File: config.mk
export PLATFORM = sky130hd
export DESIGN_NAME = shift_window_n
export DESIGN_NICKNAME = d
export VERILOG_FILES = /design/src/rtl/shift_window_n.sv
export SDC_FILE = /design/constraint.sdc
export NUM_CORES = 1
export LEC_CHECK = 0
export BUFFER_PORTS_ARGS = -buffer_cell sky130_fd_sc_hd__buf_2
export CORE_MARGIN = 5
export CORE_UTILIZATION = 35
export CTS_BUF_LIST = sky130_fd_sc_hd__clkbuf_8
export DETAILED_ROUTE_END_ITERATION = 8
export SLEW_MARGIN = 20
export SYNTH_ARGS = -nofsm -noshare
export SYNTH_HDL_FRONTEND = slang
export SYNTH_SLANG_ARGS = --single-unit
File: constraint.sdc
create_clock -name clk -period 2.7 [get_ports clk]
set_input_delay 0.405 -clock clk [delete_from_list [all_inputs] [get_ports clk]]
set_output_delay 0.405 -clock clk [all_outputs]
set_load 0.02 [all_outputs]
File: src/rtl/shift_window_n.sv
// shift_window_n
//   DEPTH-entry shift window over a stream of DATA_W-bit words, with a shift
//   direction chosen per accepted word, a three-state occupancy FSM and a
//   frame strobe once every DEPTH accepted words.
//
//   Optional feature macro: SHIFT_WINDOW_PARITY_EN (adds per-slot even parity).
//
// Ports
//   clk          rising-edge clock
//   reset        synchronous, active-low reset
//   set          accept enable; register is shifted in when high
//   register     input word
//   dir          0: new word into Shift[0]; 1: new word into Shift[DEPTH-1]
//   clear        synchronous flush, overrides set
//   Shift        window contents (registered)
//   count        valid entries, saturates at DEPTH
//   full         count == DEPTH (decoded from FSM state)
//   frame_valid  one-cycle pulse after every DEPTH-th accepted word
//   parity       per-slot even parity of Shift (SHIFT_WINDOW_PARITY_EN only)
module shift_window_n #(
  parameter int DATA_W = 32,
  parameter int DEPTH  = 4
) (
  input  logic                                 clk,
  input  logic                                 reset,
  input  logic                                 set,
  input  logic [DATA_W-1:0]                    register,
  input  logic                                 dir,
  input  logic                                 clear,
  output logic [DEPTH-1:0][DATA_W-1:0]         Shift,
  output logic [$clog2(DEPTH+1)-1:0]           count,
  output logic                                 full,
`ifdef SHIFT_WINDOW_PARITY_EN
  output logic [DEPTH-1:0]                     parity,
`endif
  output logic                                 frame_valid
);

  localparam int CNT_W = $clog2(DEPTH+1);
  localparam int PH_W  = $clog2(DEPTH);

  typedef enum logic [1:0] {
    EMPTY = 2'd0,
    FILL  = 2'd1,
    FULL  = 2'd2
  } state_t;

  state_t                       state;
  logic [PH_W-1:0]              phase;
  logic [DEPTH-1:0][DATA_W-1:0] shift_nxt;
  logic [CNT_W-1:0]             count_inc;
  logic                         reach_full;
  logic                         phase_wrap;

  // Window contents after an accept in the currently requested direction.
  always_comb begin
    shift_nxt = Shift;
    if (dir) begin
      for (int unsigned i = 0; i < DEPTH-1; i++) begin
        shift_nxt[i] = Shift[i+1];
      end
      shift_nxt[DEPTH-1] = register;
    end else begin
      shift_nxt[0] = register;
      for (int unsigned i = 1; i < DEPTH; i++) begin
        shift_nxt[i] = Shift[i-1];
      end
    end
  end

  always_comb begin
    count_inc  = (count == CNT_W'(DEPTH)) ? count : count + CNT_W'(1);
    reach_full = (count_inc == CNT_W'(DEPTH));
    phase_wrap = (phase == PH_W'(DEPTH-1));
  end

`ifdef SHIFT_WINDOW_PARITY_EN
  logic [DEPTH-1:0] parity_nxt;

  // Derived from the next-state window so parity updates on the same edge.
  always_comb begin
    parity_nxt = '0;
    for (int unsigned i = 0; i < DEPTH; i++) begin
      parity_nxt[i] = ^shift_nxt[i];
    end
  end

  always_ff @(posedge clk) begin
    if (!reset || clear) begin
      parity <= '0;
    end else if (set) begin
      parity <= parity_nxt;
    end
  end
`endif

  always_ff @(posedge clk) begin
    if (!reset || clear) begin
      Shift       <= '0;
      count       <= '0;
      phase       <= '0;
      full        <= 1'b0;
      frame_valid <= 1'b0;
      state       <= EMPTY;
    end else if (set) begin
      Shift       <= shift_nxt;
      count       <= count_inc;
      phase       <= phase_wrap ? '0 : phase + PH_W'(1);
      frame_valid <= phase_wrap;
      case (state)
        EMPTY: begin
          state <= reach_full ? FULL : FILL;
          full  <= reach_full;
        end
        FILL: begin
          if (reach_full) begin
            state <= FULL;
            full  <= 1'b1;
          end
        end
        FULL: begin
          state <= FULL;
          full  <= 1'b1;
        end
        default: begin
          state <= EMPTY;
          full  <= 1'b0;
        end
      endcase
    end else begin
      frame_valid <= 1'b0;
    end
  end

endmodule

==> results of run 1 <==
-- critical path, cell delays in order (launching register included) --
cell,delay (ns)
dfxtp_1,0.41
inv_1,0.10
ha_1,0.23
or3b_1,0.38
a311oi_2,0.30
o211ai_1,0.12
nor3b_2,0.16
-- kinds of logic after synthesis --
logic type,count (synthesis),synth area share [%]
buffers and inverters,64,5.137
multiplexers,130,21.46
AO/OA/AOI/OAI,139,17.14
AND/OR/NAND/NOR,150,9.986
flip-flops,136,44.89
adder cells (fa/ha/maj),6,1.238
XOR/XNOR,1,0.1444
-- metrics by stage --
stage          hold slack, ns  worst slack [ns]
3_5_place_dp           0.4915            0.8907
4_1_cts                0.2710            0.8782
3_3_place_gp           0.4801            0.9528
2_1_floorplan          0.4647            0.8717
6_report               0.3130            0.8842
5_1_grt                0.2974            0.7508
-- placed cells by master, fill, tap and decap left out, drive strengths merged --
| cell type | instances |
|---|---|
| a211oi | 128 |
| a21oi | 5 |
| a311oi | 2 |
| a32o | 1 |
| and3 | 1 |
| and4b | 1 |
| buf | 182 |
| bufinv | 1 |
| clkbuf | 21 |
| clkinv | 3 |
| clkinvlp | 3 |
| dfxtp | 136 |
| ha | 6 |
| inv | 9 |
| mux2i | 130 |
| nand2 | 6 |
| nand2b | 2 |
| nor2 | 134 |
| nor2b | 1 |
| nor3 | 1 |
| nor3b | 1 |
| nor4b | 1 |
| o211ai | 2 |
| o21ai | 1 |
| or2b | 1 |
| or3b | 1 |
| xnor2 | 1 |
-- layout make-up --
class	count	area (um2)	share of cell area, %
clock buffer	21	289.0	3.879
clock inverter	11	82.58	1.108
inverter	5	18.77	0.2519
multi-input combinational	426	3038	40.77
sequential	136	2723	36.54
tap	225	281.5	3.778
timing repair buffer	182	1018	13.67
-- routing by layer --
layer	track usage (%)	up-vias	share of wire [%]
met1	19.28	2300	49
met4	4.949	0	1.4
met2	21.59	120	43
met5	0	-	0
li1	-	2557	-
met3	4.112	13	6.3
-- synth_stat cells (all sizes together), types with 2 or more instances --
master,number
a311oi,2
ha,6
nand2,6
buf,37
nor2,134
mux2i,130
a211oi,128
dfxtp,136
a21oi,5
clkbuf,22
nand2b,2
inv,5
o211ai,2
-- power by group --
group          total, uW  leakage, uW  internal [uW]  switching (uW)
sequential          2150      0.00111           2080            67.2
clock               1570     0.000199            808             760
combinational        583      0.00211            231             352
total               4300      0.00341           3120            1180
-- sequential cells by signal, summed over array words and instances, names as in the netlist --
signal and cells:
full 1, frame_valid 1, count 3, Shift 128, state 1, phase 2
-- worst paths after layout --
path / start / end / depth (start not counted)
worst min register to register: Shift[16] / Shift[16] / 2
worst min-delay path: register[21] / Shift[21] / 3
worst max-delay path: count[0] / full / 6
worst max register to register: count[0] / full / 6
==> results_dict.tcl, run 1 <==
set metrics [dict create \
    status "finished clean" \
    h-tree-depth 4 \
    grt_first_pass_wirelength_mm 23.80 \
    finalCritPeriodShare_pct 67.25 \
    layout-drive-gt1-share_pct 27.53 \
    dp.cells 974 \
    fin_tns_setup_ns 0 \
    yosysWarnings 0 \
    top_level_ports 170 \
    areaGrowthSynthToFinish_pct 22.86 \
    crit_type "register to register" \
    yosysTopAreaCellShare_pct 44.89 \
    post-route-util_pct 43.38 \
    avgSynthCellArea_um2 9.688 \
    start_util_pct 35.31 \
    cts_tree "built" \
    hp-class "input pin to register" \
    die_x_um 141.6 \
    ys.flop_type "dfxtp_1" \
    worstPathArrival_ns 2.13 \
    synth-async-reset-ratio_pct 0 \
    cts_sinks 136 \
    clockBufferDepth 2 \
    portBuffers 169 \
    p_total_uw 4298 \
    clk_pin_slew_ns 0.07 \
    drc_errors 0 \
    die-height_um 141.6 \
    fin_area_um2 7451 \
    die_area_um2 20060 \
    maxCapViolCount 0 \
    netlist_area_um2 6065 \
    vias_per_cell 4.960 \
    slew_headroom_pct 64.81 \
    fin_skew_ns 0.006889 \
    nets 811 \
    tightestPinTransition_ns 0.5279 \
    antenna_found_initial 0 \
    synth_cells 626 \
    ys_types 27 \
    gp_congestion 0.7219 \
    end_kind "register" \
    worst_skew_pair.late_latency_ns 0.43 \
    grt_pass1_vias 4801 \
    grt.total_usage_pct 14.19 \
    num_antenna_cells 0 \
    gr-total-overflow 0 \
    clockRootBuffer "clkbuf_8" \
    syn-num-nets 669 \
    stdcell_count 1006 \
    num_rows 48 \
    setup_viol 0 \
    finalHoldViolations 0 \
    cts_setup_buffers 0 \
    post_drt_wl_per_cell_um 14.03 \
    critPathMaxFanout 6 \
    period_minus_slack_ns 1.816 \
    worstSetupStartpointType "register" \
    synth_area_leader_cell "dfxtp_1" \
    core_area_um2 17180 \
    max_freq_ghz 0.5507 \
    synth_area_leaders "dfxtp_1 (45%), mux2i_1 (21%), a211oi_1 (16%)" \
    drt_first_pass_iters 5 \
    dpl.hpwl_mm 9.330 \
    dpl_cell_area_um2 7079 \
    ir_worst_vdd_mv 0.2612 \
    p_leak_uw 0.003413 \
    cts_buffers 17 \
    drt-total-wl_mm 14.12 \
    grt_max_degree 113 \
    ctsHoldBuffers 0 \
    ctsResizeCount 0 \
    ys_ff_latch 136 \
    ys_seq_area_share_pct 44.89 \
    grt_setup_unrepaired "no" \
    via_count 4990 \
    drtIter0Drc 206 \
    p_per_area_nw_per_um2 576.9 \
    synth-edff-count 0 \
    r2r_setup_slack_ns 0.88 \
    final-max-slew-violation-count 0 \
    fillCellCount 1721 \
    ant_nets 0 \
    worst_ep_required_time_ns 3.01 \
]
Note: power is estimated with default switching activity, not from simulation.
==> run 2, diff against run 1 <==
Clock period 2.7 ns to 1.9 ns, I/O delays scaled along.
==> results_dict.tcl, run 2 (synthesized netlist as in run 1, its figures left out) <==
set metrics [dict create \
    gp_congestion 0.7308 \
    cts_tree "built" \
    drc_errors 0 \
    critPathMaxFanout 6 \
    worst_skew_pair.late_latency_ns 0.42 \
    nets 822 \
    fin_tns_setup_ns 0 \
    h-tree-depth 4 \
    worstSetupStartpoint "count[0]" \
    top_level_ports 170 \
    areaGrowthSynthToFinish_pct 25.17 \
    worst_ep_required_time_ns 2.20 \
    slew_headroom_pct 65.09 \
    layout-drive-gt1-share_pct 28.79 \
    cpMaxStageDelayCell "or3b_1" \
    core_area_um2 17180 \
    cts_buffers 17 \
    finalCritPeriodShare_pct 91.51 \
    path_cells "inv_1 -> ha_1 -> or3b_1 -> a311oi_2 -> o211ai_1 -> nor3b_2" \
    worstPathArrival_ns 2.04 \
    slowest_delay_ns 0.38 \
    cts_sinks 136 \
    die-height_um 141.6 \
    clockRootBuffer "clkbuf_8" \
    num_antenna_cells 0 \
    ir_worst_vdd_mv 0.3563 \
    r2r_setup_slack_ns 0.16 \
    place_ws_ns 0.09352 \
    num_rows 48 \
    tightestPinTransition_ns 0.5236 \
    clk_pin_slew_ns 0.08 \
    top_regs "Shift x128, count x3, phase x2" \
    worstSetupStartpointType "register" \
    drtIter0Drc 140 \
    ant_nets 0 \
    max_freq_ghz 0.5751 \
    hp-class "input pin to register" \
    post_drt_wl_per_cell_um 14.18 \
    status "finished clean" \
    via_count 5014 \
    drt-total-wl_mm 14.43 \
    top_register "Shift" \
    holdWs_ns 0.1988 \
    antenna_found_initial 0 \
    period_minus_slack_ns 1.739 \
    p_per_area_nw_per_um2 814.3 \
    fin_skew_ns 0.009463 \
    layout_common_cells "buf_2 (167), dfxtp_1 (135), nor2_1 (134), mux2i_1 (130), a211oi_1 (128)" \
    setup_viol 0 \
    die_area_um2 20060 \
    drt_first_pass_iters 4 \
    grt_pass1_vias 4684 \
    final_common_cell "buf_2" \
    ctsHoldBuffers 0 \
    grt_first_pass_wirelength_mm 23.76 \
    start_util_pct 35.31 \
    holdCritStartpoint "register[16]" \
    vias_per_cell 4.930 \
    portBuffers 169 \
    grt_setup_unrepaired "no" \
    post-route-util_pct 44.19 \
    dpl.hpwl_mm 9.790 \
    die_x_um 141.6 \
    p_total_uw 6181 \
    end_kind "register" \
    ff2ff_path_depth 6 \
    whs_path_depth 3 \
    gr-total-overflow 0 \
    p_leak_uw 0.003478 \
    maxCapViolCount 0 \
    fin_ws_ns 0.1613 \
    finalHoldViolations 0 \
    largest_reg_flops 128 \
    clockBufferDepth 2 \
    crit_type "register to register" \
    grt.total_usage_pct 14.20 \
    final-max-slew-violation-count 0 \
    grt_max_degree 85 \
    r2r_start "count[0]" \
]
## run 2: cell types whose count changed in the layout (fill, tap and decap cells not counted)
cell | before | now
buf_4 | 8 | 15
dfxtp_2 | 0 | 1
inv_1 | 9 | 8
clkbuf_8 | 21 | 20
clkinvlp_4 | 3 | 4
buf_12 | 5 | 9
inv_6 | 0 | 2
dfxtp_1 | 136 | 135
clkinv_2 | 3 | 1
clkinv_4 | 0 | 1
## run 2: cell type report
cell class,count,area (um2)
Fill cell,1692,9585
Multi-Input combinational cell,426,3038
Sequential cell,136,2724
Timing Repair Buffer,193,1151
Tap cell,225,281.5
Clock buffer,20,275.3
Clock inverter,12,102.6
Inverter,5,18.77
## run 2: worst paths after layout
path               end
max               full
min          Shift[16]
max reg2reg       full
min reg2reg  Shift[96]
## run 2: critical path, delay by kind of cell, from the launching register on
family | cells | cell delay, ns
buf+inv | 1 | 0.07
flops | 1 | 0.37
compound gates | 2 | 0.41
simple gates | 2 | 0.54
fa+ha+maj | 1 | 0.23
## run 2: metrics by stage
step                instance area [um2]  instances
floorplan                          6065        626
global placement                   7212        985
detailed placement                 7212        985
CTS                                7590       1017
global route                       7591       1017
finish                             7591       1017
## run 2: repair_timing
item                       4_1_cts  5_1_grt
hold endpoints to repair         0        0
resized for setup                0        1
setup endpoints to repair        0        1
buffers inserted                 0        0
## run 2: where the power goes
group / switching, uW / total (uW) / internal (uW)
clock network: 1140 / 2270 / 1130
registers: 96.4 / 3050 / 2950
logic: 507 / 861 / 353
## run 2: per-layer routing
| metal | global-route usage [%] | routed length (um) | part of all wire [%] |
|---|---|---|---|
| met1 | 19.67 | 7042 | 49 |
| met2 | 21.22 | 6337 | 44 |
| met3 | 4.685 | 935 | 6.5 |
| met4 | 3.939 | 110 | 0.76 |
| met5 | 0 | 0 | 0 |
